--- config.mk ---
export PLATFORM = sky130hd
export DESIGN_NAME = sparce_skip_ctrl_flat
export DESIGN_NICKNAME = d
export VERILOG_FILES = /design/src/rtl/sparce_skip_ctrl_pkg.sv /design/src/rtl/sparce_skip_ctrl_if.sv /design/src/rtl/sparce_skip_ctrl_sat_counter.sv /design/src/rtl/sparce_skip_ctrl.sv /design/src/flat_wrapper.sv
export SDC_FILE = /design/constraint.sdc
export NUM_CORES = 1
export LEC_CHECK = 0
export CAP_MARGIN = 10
export CORE_UTILIZATION = 40
export CTS_BUF_LIST = sky130_fd_sc_hd__clkbuf_4
export CTS_CLUSTER_SIZE = 10
export DETAILED_ROUTE_END_ITERATION = 10
export GPL_ROUTABILITY_DRIVEN = 1
export PLACE_DENSITY = 0.81
export SYNTH_ARGS = -nofsm -noshare
export SYNTH_HDL_FRONTEND = slang
export SYNTH_SLANG_ARGS = --single-unit
--- constraint.sdc ---
create_clock -name i_clk -period 3.15 [get_ports i_clk]
set_input_delay 0.63 -clock i_clk [delete_from_list [all_inputs] [get_ports i_clk]]
set_output_delay 0.63 -clock i_clk [all_outputs]
set_load 0.1 [all_outputs]
--- src/rtl/sparce_skip_ctrl_pkg.sv ---
// Shared types and default widths for the SparCE skip controller.
package sparce_pkg;
  localparam int PC_W_DEF  = 32;
  localparam int REG_W_DEF = 5;

  typedef enum logic [1:0] {
    IDLE     = 2'd0,
    CHECK    = 2'd1,
    WAIT     = 2'd2,
    REDIRECT = 2'd3
  } skip_state_t;
endpackage

--- src/rtl/sparce_skip_ctrl_if.sv ---
// Lookup-candidate and fetch-redirect handshakes of the SparCE skip controller.
interface sparce_skip_ctrl_if
  import sparce_pkg::*;
#(
  parameter int PC_W  = PC_W_DEF,
  parameter int REG_W = REG_W_DEF
);
  logic             lookup_valid;
  logic             lookup_ready;
  logic [PC_W-1:0]  lookup_pc;
  logic [PC_W-1:0]  lookup_target;
  logic [REG_W-1:0] lookup_rs;
  logic             skip_valid;
  logic             skip_ready;
  logic [PC_W-1:0]  skip_target;

  // master: SASA lookup source and fetch sink; slave: the controller
  modport master (
    output lookup_valid, lookup_pc, lookup_target, lookup_rs, skip_ready,
    input  lookup_ready, skip_valid, skip_target
  );
  modport slave (
    input  lookup_valid, lookup_pc, lookup_target, lookup_rs, skip_ready,
    output lookup_ready, skip_valid, skip_target
  );
endinterface

--- src/rtl/sparce_skip_ctrl_sat_counter.sv ---
// Saturating event counter used for the skip/abort statistics; holds at all-ones.
module sparce_sat_counter #(
  parameter int CNT_W = 32
) (
  input  logic             i_clk,
  input  logic             i_rst,
  input  logic             i_inc,
  output logic [CNT_W-1:0] o_count
);
  logic [CNT_W-1:0] r_count;

  always_ff @(posedge i_clk or posedge i_rst) begin
    if (i_rst) begin
      r_count <= '0;
    end else if (i_inc && (r_count != {CNT_W{1'b1}})) begin
      r_count <= r_count + CNT_W'(1'b1);
    end
  end

  assign o_count = r_count;
endmodule

--- src/rtl/sparce_skip_ctrl.sv ---
// SparCE skip sequencer: checks the condition register's sparsity, waits out writebacks,
// then redirects fetch. Statistics counters are built only when SPARCE_SKIP_STATS_EN is defined.
module sparce_skip_ctrl
  import sparce_pkg::*;
#(
  parameter int PC_W        = PC_W_DEF,
  parameter int REG_W       = REG_W_DEF,
  parameter int HAZ_TIMEOUT = 8,
  parameter int CNT_W       = 32
) (
  input  logic               i_clk,
  input  logic               i_rst,
  sparce_skip_ctrl_if.slave  if_bus,
  output logic [REG_W-1:0]   o_srf_rs,
  input  logic               i_srf_sparse,
  input  logic               i_wb_pending,
  input  logic               i_flush,
  output logic [CNT_W-1:0]   o_stat_skips,
  output logic [CNT_W-1:0]   o_stat_aborts
);
  localparam int TMR_W = $clog2(HAZ_TIMEOUT) + 1;
  localparam logic [TMR_W-1:0] TMR_LAST = TMR_W'(HAZ_TIMEOUT - 1);

  skip_state_t      r_state;
  logic [REG_W-1:0] r_srf_rs;
  logic [PC_W-1:0]  r_target;
  logic [TMR_W-1:0] r_timer;

  logic             w_accept;
  logic             w_forward;
  logic [PC_W:0]    w_pc_plus4;

  assign w_accept   = if_bus.lookup_valid && if_bus.lookup_ready;
  // One extra bit so the +4 never wraps and a short hop is always discarded
  assign w_pc_plus4 = {1'b0, if_bus.lookup_pc} + (PC_W + 1)'(32'd4);
  assign w_forward  = ({1'b0, if_bus.lookup_target} > w_pc_plus4);

  // Candidate sequencing FSM with registered SRF address, redirect target and hazard timer
  always_ff @(posedge i_clk or posedge i_rst) begin
    if (i_rst) begin
      r_state  <= IDLE;
      r_srf_rs <= '0;
      r_target <= '0;
      r_timer  <= '0;
    end else begin
      case (r_state)
        IDLE: begin
          if (w_accept) begin
            r_srf_rs <= if_bus.lookup_rs;
            r_target <= if_bus.lookup_target;
            r_state  <= w_forward ? CHECK : IDLE;
          end
        end
        CHECK: begin
          r_timer <= '0;
          if (i_flush)           r_state <= IDLE;
          else if (i_wb_pending) r_state <= WAIT;
          else if (i_srf_sparse) r_state <= REDIRECT;
          else                   r_state <= IDLE;
        end
        WAIT: begin
          r_timer <= r_timer + TMR_W'(1'b1);
          if (i_flush)                  r_state <= IDLE;
          else if (!i_wb_pending)       r_state <= CHECK;
          else if (r_timer == TMR_LAST) r_state <= IDLE;
          else                          r_state <= WAIT;
        end
        REDIRECT: begin
          // flush wins over a same-cycle skip_ready
          if (i_flush || if_bus.skip_ready) r_state <= IDLE;
          else                              r_state <= REDIRECT;
        end
        default: r_state <= IDLE;
      endcase
    end
  end

  assign if_bus.lookup_ready = (r_state == IDLE) && !i_flush;
  assign if_bus.skip_valid   = (r_state == REDIRECT) && !i_flush;
  assign if_bus.skip_target  = r_target;
  assign o_srf_rs            = r_srf_rs;

`ifdef SPARCE_SKIP_STATS_EN
  logic w_skip_inc;
  logic w_abort_inc;

  assign w_skip_inc  = (r_state == REDIRECT) && if_bus.skip_ready && !i_flush;
  assign w_abort_inc = ((r_state != IDLE) && i_flush) ||
                       ((r_state == WAIT) && i_wb_pending && (r_timer == TMR_LAST));

  sparce_sat_counter #(.CNT_W(CNT_W)) u_cnt_skips (
    .i_clk   (i_clk),
    .i_rst   (i_rst),
    .i_inc   (w_skip_inc),
    .o_count (o_stat_skips)
  );

  sparce_sat_counter #(.CNT_W(CNT_W)) u_cnt_aborts (
    .i_clk   (i_clk),
    .i_rst   (i_rst),
    .i_inc   (w_abort_inc),
    .o_count (o_stat_aborts)
  );
`else
  assign o_stat_skips  = '0;
  assign o_stat_aborts = '0;
`endif
endmodule

--- src/flat_wrapper.sv ---
// flat-port wrapper written by rule: the top's interface ports become plain ports
module sparce_skip_ctrl_flat import sparce_pkg::*;
#(
  parameter int PC_W        = PC_W_DEF,
  parameter int REG_W       = REG_W_DEF,
  parameter int HAZ_TIMEOUT = 8,
  parameter int CNT_W       = 32
)
  (i_clk, i_rst, o_srf_rs, i_srf_sparse, i_wb_pending, i_flush, o_stat_skips, o_stat_aborts, if_bus_lookup_valid, if_bus_lookup_pc, if_bus_lookup_target, if_bus_lookup_rs, if_bus_skip_ready, if_bus_lookup_ready, if_bus_skip_valid, if_bus_skip_target);
  sparce_skip_ctrl_if #(.PC_W(PC_W), .REG_W(REG_W)) if_bus_i ();
  input  logic i_clk;
  input  logic i_rst;
  output logic [REG_W-1:0] o_srf_rs;
  input  logic i_srf_sparse;
  input  logic i_wb_pending;
  input  logic i_flush;
  output logic [CNT_W-1:0] o_stat_skips;
  output logic [CNT_W-1:0] o_stat_aborts;
  input wire logic [$bits(if_bus_i.lookup_valid)-1:0] if_bus_lookup_valid;
  input wire logic [$bits(if_bus_i.lookup_pc)-1:0] if_bus_lookup_pc;
  input wire logic [$bits(if_bus_i.lookup_target)-1:0] if_bus_lookup_target;
  input wire logic [$bits(if_bus_i.lookup_rs)-1:0] if_bus_lookup_rs;
  input wire logic [$bits(if_bus_i.skip_ready)-1:0] if_bus_skip_ready;
  output wire logic [$bits(if_bus_i.lookup_ready)-1:0] if_bus_lookup_ready;
  output wire logic [$bits(if_bus_i.skip_valid)-1:0] if_bus_skip_valid;
  output wire logic [$bits(if_bus_i.skip_target)-1:0] if_bus_skip_target;
  assign if_bus_i.lookup_valid = if_bus_lookup_valid;
  assign if_bus_i.lookup_pc = if_bus_lookup_pc;
  assign if_bus_i.lookup_target = if_bus_lookup_target;
  assign if_bus_i.lookup_rs = if_bus_lookup_rs;
  assign if_bus_i.skip_ready = if_bus_skip_ready;
  assign if_bus_lookup_ready = if_bus_i.lookup_ready;
  assign if_bus_skip_valid = if_bus_i.skip_valid;
  assign if_bus_skip_target = if_bus_i.skip_target;
  sparce_skip_ctrl #(.PC_W(PC_W), .REG_W(REG_W), .HAZ_TIMEOUT(HAZ_TIMEOUT), .CNT_W(CNT_W)) u_core (.i_clk(i_clk), .i_rst(i_rst), .if_bus(if_bus_i), .o_srf_rs(o_srf_rs), .i_srf_sparse(i_srf_sparse), .i_wb_pending(i_wb_pending), .i_flush(i_flush), .o_stat_skips(o_stat_skips), .o_stat_aborts(o_stat_aborts));
endmodule
==> Word level (Yosys, flattened, before mapping) <==
Cells that the tools add are included.
{ "word_totals": {"register_bits": 43, "latch_bits": 0, "ram_bits": 0, "romBits": 0, "in_bits": 76, "memories": 0} }
{ "classes": {"n_addsub": 2, "n_mul": 0, "n_div": 0, "order_cmp": 1, "eq_ne": 5, "shifts": 0, "mux": 11, "n_bitwise": 0, "reduce_logical": 8} }
{ "op_table": {"columns": ["cell", "n"], "rows": [
  ["adder 32 x 3 -> 33 bit, second input constant", 1],
  ["greater-than comparator 32 x 33 -> 1 bit", 1],
  ["two-way mux 2 bit", 8],
  ["case mux 2 bit (4 select lines)", 1],
  ["case mux 4 bit (2 select lines)", 1],
  ["adder 4 x 1 -> 4 bit, second input constant", 1],
  ["== test 2 bit, second input constant", 2],
  ["== test 4 x 3 -> 1 bit, second input constant", 1],
  ["logical AND 1 bit", 3],
  ["== test 2 x 1 -> 1 bit, second input constant", 1],
  ["logical NOT 2 bit", 1],
  ["inequality test 2 x 1 -> 1 bit, second input constant", 1],
  ["AND reduction 2 bit", 1],
  ["nonzero test 2 bit", 1],
  ["logical NOT 1 bit", 1],
  ["logical OR 1 bit", 1],
  ["two-way mux 1 bit", 1]
]} }

==> Longest topological paths before layout <==
Gate-level depths: netlist (run 1).
{ "depth": {"ltp_word": 5, "depth_mapped": 13} }

==> Worst setup path before layout (run 1) <==
No wires, ideal clock.
{ "synth_path": {"path_type": "register to register", "from": "register u_core.r_state[0]", "to": "register u_core.r_target[15] (netlist: u_core.if_bus.skip_target[15])", "setup_ns": 0.126, "t_arrival_ns": 3.123, "required_time_ns": 3.024, "path_slack_ns": -0.099, "stages_incl_launch_ff": 8, "n_path_buf": 2, "period_less_slack_ns": 3.249, "cell_sequence": "dfrtp_1 > inv_1 > ha_1 > nor2b_1 > nand2_1 > clkbuf_1 > buf_1 > mux2_2"} }
{ "synth_between": {"elab_chain_cells": 4} }
{ "synth_lines": {"columns": ["element", "line", "text"], "rows": [
  ["start, declared", "sparce_skip_ctrl.sv:24", "skip_state_t r_state;"],
  ["start signal, assigned", "sparce_skip_ctrl.sv:51", "r_state <= w_forward ? CHECK : IDLE;"],
  ["logical NOT 2 bit", "sparce_skip_ctrl.sv:78", "assign if_bus.lookup_ready = (r_state == IDLE) && !i_flush;"],
  ["logical AND 1 bit", "sparce_skip_ctrl.sv:78", null],
  ["named net if_bus_lookup_ready", "flat_wrapper.sv:24", "output wire logic [$bits(if_bus_i.lookup_ready)-1:0] if_bus_lookup_ready;"],
  ["logical AND 1 bit", "sparce_skip_ctrl.sv:33", "assign w_accept = if_bus.lookup_valid && if_bus.lookup_ready;"],
  ["AND reduction 2 bit (no source line)", null, null],
  ["end signal, assigned", "sparce_skip_ctrl.sv:50", "r_target <= if_bus.lookup_target;"],
  ["end, declared", "sparce_skip_ctrl.sv:26", "logic [PC_W-1:0] r_target;"]
]} }
The timed path passes the listed nets, and every way through them passes these cells.
A chain may end at the register's enable or synchronous reset.

==> Final worst setup path (run 1) <==
{ "layout_path": {"from": "input if_bus_lookup_pc[20]", "to": "register u_core.r_state[0]"} }
{ "layout_between": {"elab_chain_cells": 5} }
{ "layout_lines": {"columns": ["element", "line", "text"], "rows": [
  ["start, declared", "flat_wrapper.sv:20", "input wire logic [$bits(if_bus_i.lookup_pc)-1:0] if_bus_lookup_pc;"],
  ["adder 32 x 3 -> 33 bit", "sparce_skip_ctrl.sv:35", "assign w_pc_plus4 = {1'b0, if_bus.lookup_pc} + (PC_W + 1)'(32'd4);"],
  ["greater-than comparator 32 x 33 -> 1 bit", "sparce_skip_ctrl.sv:36", "assign w_forward = ({1'b0, if_bus.lookup_target} > w_pc_plus4);"],
  ["two-way mux 1 bit", "sparce_skip_ctrl.sv:51", null],
  ["two-way mux 2 bit", "sparce_skip_ctrl.sv:48", "if (w_accept) begin"],
  ["case mux 2 bit (4 select lines)", "sparce_skip_ctrl.sv:46", "case (r_state)"]
]} }
No other way between the ends. The select of a mux whose other input is x is not followed.

==> results of run 1 <==
sequential cells by signal (all words and copies together), names as in the netlist:
name / count
u_core.if_bus.skip_target: 32
u_core.r_state: 2
u_core.o_srf_rs: 5
u_core.r_timer: 4
stage by stage:
| step | util, % | area (um2) | instances | TNS [ns] |
|---|---|---|---|---|
| after floorplan | - | 3740 | 420 | 0 |
| after global placement | 56.6 | 4720 | 609 | -0.633 |
| after detailed placement | 56.6 | 4720 | 609 | -0.798 |
| after CTS | 58.0 | 4840 | 618 | 0 |
| after global routing | 58.3 | 4860 | 620 | 0 |
| final | 58.3 | 4860 | 620 | 0 |
routing by layer:
| layer | vias to the layer above | global-route usage, % | wire length, um |
|---|---|---|---|
| met5 | - | 0 | 0 |
| met4 | 0 | 5.35 | 170 |
| met3 | 14 | 3.35 | 413 |
| met2 | 103 | 35.5 | 4650 |
| met1 | 1418 | 21.9 | 3520 |
| li1 | 1443 | - | - |
power breakdown:
part | leakage [nW] | total [mW] | switching [mW] | internal (mW)
Clock | 0.0361 | 0.290 | 0.186 | 0.105
Combinational | 1.73 | 1.64 | 1.27 | 0.373
Sequential | 0.518 | 0.698 | 0.0519 | 0.647
worst min-delay path by stage:
stage	cells after the start	slack, ns	to	start
after floorplan	1	0.44	u_core.r_timer[3]	u_core.r_timer[3]
after global placement	1	0.46	u_core.r_timer[3]	u_core.r_timer[3]
after detailed placement	1	0.48	u_core.r_timer[3]	u_core.r_timer[3]
after CTS	1	0.50	u_core.r_timer[3]	u_core.r_timer[3]
after global routing	1	0.51	u_core.r_timer[3]	u_core.r_timer[3]
final	2	0.51	u_core.if_bus.skip_target[0]	u_core.if_bus.skip_target[0]
critical path, delay by kind of cell:
family / cells / cell delay, ns
simple gates: 3 / 0.80
compound gates: 6 / 0.94
xor+xnor: 1 / 0.15
buf+inv: 3 / 0.44
fa+ha+maj: 1 / 0.33
layout by cell type, fill, tap and decap left out, types with 2 or more instances in the layout:
| cell type | count |
|---|---|
| a31oi_1 | 2 |
| inv_1 | 11 |
| and3_1 | 2 |
| conb_1 | 64 |
| nor2_1 | 12 |
| mux2_2 | 36 |
| clkbuf_2 | 11 |
| nand2_2 | 2 |
| nand4_1 | 13 |
| a32o_1 | 2 |
| o21ai_0 | 10 |
| xnor2_1 | 12 |
| clkdlybuf4s50_1 | 57 |
| clkbuf_4 | 7 |
| dfrtp_1 | 43 |
| nor2b_1 | 3 |
| nand2_1 | 21 |
| nand3_2 | 3 |
| a21oi_1 | 7 |
| buf_4 | 78 |
| dlymetal6s2s_1 | 6 |
| nor2_2 | 2 |
| a211oi_1 | 3 |
| nand2b_1 | 3 |
| a21o_1 | 5 |
| or2_2 | 2 |
| a21oi_2 | 2 |
| ha_1 | 37 |
| nand3_1 | 12 |
| xor2_1 | 16 |
| and3_4 | 2 |
layout make-up:
cell class              count  area [um2]  area share [%]
inverters                  12        45.0           0.927
well taps                 105         131            2.70
flip-flops and latches     43        1080            22.1
repair buffers            155        1330            27.3
clock buffers               7        52.6            1.08
clock inverters             1        5.00           0.103
multi-input cells         297        2220            45.8
timing repair:
| item | CTS | global route |
|---|---|---|
| cloned | 0 | 0 |
| endpoints found under the setup margin | 1 | 1 |
| pin swaps | 16 | 16 |
| resized for setup | 32 | 32 |
| setup buffers | 1 | 2 |
cell families after synthesis:
kind of cell,count (synthesis)
other cells,1
buf+inv,80
flops,43
mux,36
compound gates,42
simple gates,89
fa+ha+maj,38
xor+xnor,28
==> flow_summary.json, run 1 <==
{
  "status": "finished clean",
  "setup_viol": 0,
  "ys_top_cells_by_area": "dfrtp_1 (31%), buf_4 (14%), ha_1 (14%)",
  "pre_cts_ws_ns": -0.798,
  "slew_violations": 0,
  "grt_pass1_vias": 2953,
  "drt-initial-drc-count": 64,
  "postSynthAreaPerCell_um2": 9.79,
  "critical_path.cell_chain": "dlygate4sd2_1 -> inv_1 -> or4_4 -> nor3_2 -> buf_4 -> nand2_1 -> xor2_1 -> ha_1 -> a21oi_2 -> o21ai_4 -> a221oi_4 -> a2bb2oi_2 -> o221ai_2 -> a31oi_2",
  "endpoint": "u_core.r_state[0]",
  "synth_edf_count": 0,
  "peakVddDrop_v": 0.000308,
  "hp-class": "reg -> reg",
  "yosysWarnings": 0,
  "worst-endpoint-arrival_ns": 3.29,
  "drive_gt1_share_pct": 31.8,
  "whs_ns": 0.509,
  "ys_seq_elements": 43,
  "ys_seq_area_share_pct": 30.8,
  "synth_compound_area_share_pct": 8.20,
  "synth_top_family_by_area": "buffers and inverters",
  "p_leak_nw": 2.28,
  "drc_errors": 0,
  "numCtsBuffers": 5,
  "fin_nets": 628,
  "rsz0062_at_grt": "no",
  "synth_commonest_cells": "buf_4 (64), dfrtp_1 (43), ha_1 (38)",
  "synth_async_sr_flop_share_pct": 100,
  "yosys.area.top_type": "dfrtp_1",
  "path_class": "in -> reg",
  "synthAdderAreaFrac_pct": 13.6,
  "synthXorXnorAreaFrac_pct": 7.02,
  "rows": 33,
  "tightest_slew_ns": 0.941,
  "syn_inst": 357,
  "crit_start": "if_bus_lookup_pc[20]",
  "routed_wl_mm": 8.75,
  "cp-start-kind": "input port",
  "cts_max_path_buffers": 2,
  "grt_pass1_wl_mm": 13.4,
  "r2r_slack_ns": 1.10,
  "synth_flop_cell": "dfrtp_1",
  "dpl.hpwl_mm": 6.88,
  "die_area_um2": 9120,
  "viasPerCell": 4.80,
  "synth_most_common_cell": "buf_4",
  "antenna_found_initial": 0,
  "synth_area_um2": 3500,
  "period_needed_ns": 3.04,
  "endpoint_kind": "register",
  "maxSlewHeadroom_pct": 37.2,
  "fin_crit_sh_pct": 96.6,
  "clock.fmax_ghz": 0.328,
  "muxShareOfSynthArea_pct": 11.6,
  "firstDrtPassIters": 4,
  "worst_path_largest_cell_delay_ns": 0.52,
  "grt_use_total_pct": 18.9,
  "overflow": 0,
  "coreArea_um2": 8340,
  "cp_slowest_cell": "or4_4",
  "worst-path-max-fanout": 3,
  "cts_tree": "done",
  "h-tree-depth": 2,
  "io_pins": 179,
  "rr_endpoint": "u_core.if_bus.skip_target[17]",
  "wl_per_cell_um": 14.1,
  "cp_data_required_time_ns": 3.39,
  "r2r_start": "u_core.r_state[0]",
  "maxCapViolations": 0,
  "die_w_um": 95.5,
  "portBuffers": 114,
  "synth_cell_types": 42,
  "areaGrowthSynthToFinish_pct": 39.0,
  "globalplace.congestion": 0.783,
  "clkLatencyLatePin_ns": 0.36,
  "grt_max_degree": 44,
  "routed-via-count": 2978,
  "cts_hold_buf": 0,
  "drtAntennaViolNets": 0,
  "clockRootBuffer": "clkbuf_4",
  "fill_cells": 713,
  "finalPower_mw": 2.63,
  "antenna_cells": 0,
  "cellPowerDensity_nw_per_um2": 541,
  "clkTransAtPathRegs_ns": 0.13,
  "clock_skew_ns": 0.0103,
  "numClockSinks": 43,
  "synth_simple_gate_area_share_pct": 13.2,
  "synth.top_cell.area_share_pct": 30.8,
  "hold_violations": 0,
  "die_y_um": 95.5,
  "r2r_cells": 6,
  "setup_ws_ns": 0.106,
  "start_util_pct": 41.9
}
Note: power is estimated with default switching activity, not from simulation.
==> run 2, diff against run 1 <==
- CTS_BUF_LIST: sky130_fd_sc_hd__clkbuf_4 -> sky130_fd_sc_hd__clkbuf_2 sky130_fd_sc_hd__clkbuf_4 sky130_fd_sc_hd__clkbuf_8
==> run 2 against run 1 <==
  * Die area stayed put
  * Register-to-register slack about the same
  * Worst hold slack worse by 0.010 ns
  * Power up 3.3%
  * Global-route usage rose by 0.35 points
  * Critical path depth down 1
  * First-iteration DRC count decreased by 19%
  * Setup slack better by 0.019 ns
  * Sequential power is essentially flat
  * Cell count is 0.32% higher
  * Flip-flop and latch count stayed put
  * Critical endpoint unchanged
==> flow_summary.json, run 2 (synthesis gave the netlist of run 1 again) <==
{
  "worst_path_largest_cell_delay_ns": 0.56,
  "coreArea_um2": 8340,
  "cts_tree": "done",
  "tns_ns": 0,
  "clkLatencyLatePin_ns": 0.30,
  "path_class": "in -> reg",
  "fin_nets": 630,
  "largest_reg_flops": 32,
  "cellPowerDensity_nw_per_um2": 547,
  "clock_skew_ns": 0.00625,
  "r2r_cells": 6,
  "drtAntennaViolNets": 0,
  "numClockSinks": 43,
  "worst-endpoint-arrival_ns": 3.19,
  "overflow": 0,
  "grt_pass1_wl_mm": 13.6,
  "hold_violations": 0,
  "cp_slowest_cell": "or4_4",
  "placed_area_um2": 4720,
  "die_y_um": 95.5,
  "path_buf_inv": 1,
  "wl_per_cell_um": 14.2,
  "final_cell_area_um2": 4960,
  "endpoint_kind": "register",
  "numCtsBuffers": 5,
  "final_cell_mix": "buf_4 (80), conb_1 (64), clkdlybuf4s50_1 (56)",
  "viasPerCell": 4.80,
  "final_util_pct": 59.5,
  "slew_violations": 0,
  "r2r_start": "u_core.r_state[0]",
  "rr_endpoint": "u_core.if_bus.skip_target[17]",
  "grt_use_total_pct": 19.3,
  "layout_commonest_cell": "buf_4",
  "critical_path.cell_chain": "buf_6 -> nand4_1 -> or4_4 -> or3_4 -> nor2_4 -> xnor2_1 -> ha_1 -> a21oi_2 -> o21ai_4 -> a221oi_4 -> a2bb2oi_2 -> o221ai_2 -> a31oi_2",
  "h-tree-depth": 2,
  "setup_viol": 0,
  "clockRootBuffer": "clkbuf_8",
  "fin_crit_sh_pct": 96.1,
  "antenna_cells": 0,
  "r2r_slack_ns": 1.11,
  "hp-class": "reg -> reg",
  "drt-initial-drc-count": 52,
  "setup_ws_ns": 0.124,
  "fill_cells": 703,
  "pre_cts_ws_ns": -0.798,
  "crit_start": "if_bus_lookup_pc[17]",
  "portBuffers": 114,
  "dpl.hpwl_mm": 6.88,
  "grt_pass1_vias": 2957,
  "status": "finished clean",
  "die_area_um2": 9120,
  "areaGrowthSynthToFinish_pct": 41.8,
  "cp-start-kind": "input port",
  "rows": 33,
  "period_needed_ns": 3.03,
  "globalplace.congestion": 0.783,
  "cp_top_family": "simple AND/OR/NAND/NOR gates",
  "grt_max_degree": 44,
  "cts_max_path_buffers": 2,
  "peakVddDrop_v": 0.000308,
  "io_pins": 179,
  "die_w_um": 95.5,
  "start_util_pct": 41.9,
  "tightest_slew_ns": 0.942,
  "drive_gt1_share_pct": 33.1,
  "cp_data_required_time_ns": 3.32,
  "clock.fmax_ghz": 0.330,
  "routed-via-count": 2987,
  "endpoint": "u_core.r_state[0]",
  "firstDrtPassIters": 4,
  "clkTransAtPathRegs_ns": 0.08,
  "cp.depth": 13,
  "p_leak_nw": 2.30,
  "maxSlewHeadroom_pct": 37.1,
  "maxCapViolations": 0,
  "whs_ns": 0.499,
  "drc_errors": 0,
  "antenna_found_initial": 0,
  "routed_wl_mm": 8.80,
  "worst-path-max-fanout": 3,
  "cts_hold_buf": 0
}
[run 2: area by class of cell]
type                    count  area, um2  area share, %
clock inverters             1       5.00          0.101
multi-input cells         297       2250           45.5
repair buffers            157       1360           27.5
flip-flops and latches     43       1080           21.7
clock buffers               7       83.8           1.69
well taps                 105        131           2.65
inverters                  12       45.0          0.908
[run 2: worst min-delay path by stage]
stage,from,end,slack [ns],cells past startpoint
final,u_core.if_bus.skip_target[0],u_core.if_bus.skip_target[0],0.50,2
after global placement,u_core.r_timer[3],u_core.r_timer[3],0.46,1
after detailed placement,u_core.r_timer[3],u_core.r_timer[3],0.48,1
after global routing,u_core.r_timer[3],u_core.r_timer[3],0.50,1
after CTS,u_core.r_timer[3],u_core.r_timer[3],0.49,1
after floorplan,u_core.r_timer[3],u_core.r_timer[3],0.44,1
[run 2: stage by stage]
stage / instances / power (mW)
after global routing: 622 / 2.83
after CTS: 622 / 2.72
after detailed placement: 609 / 2.33
final: 622 / 2.71
after floorplan: 420 / 2.02
after global placement: 609 / 2.31
[run 2: worst reg2reg max path: cells and delay by family (launching register included)]
kind                     cells  cell delay, ns
AND/OR/NAND/NOR              2            0.53
flip-flops                   1            0.43
multiplexers                 1            0.37
buffers and inverters        2            0.34
adder cells (fa/ha/maj)      1            0.26
[run 2: report_power, final]
| group | switching [mW] | internal [mW] |
|---|---|---|
| Combinational | 1.27 | 0.379 |
| Sequential | 0.0516 | 0.647 |
| Clock | 0.194 | 0.173 |
[run 2: metal layers]
layer / up-vias / part of all wire [%] / wire length, um / global-route usage, %
li1: 1445 / - / - / -
met1: 1423 / 40 / 3500 / 21.9
met2: 104 / 54 / 4740 / 36.2
met3: 15 / 4.9 / 427 / 3.67
met4: 0 / 1.6 / 144 / 5.72
met5: - / 0 / 0 / 0
[run 2: what timing repair did]
action,in CTS,in global routing
buffers inserted,5,0
gates cloned,0,0
resized for setup,53,32
endpoints found under the setup margin,1,1
pin swaps,18,18
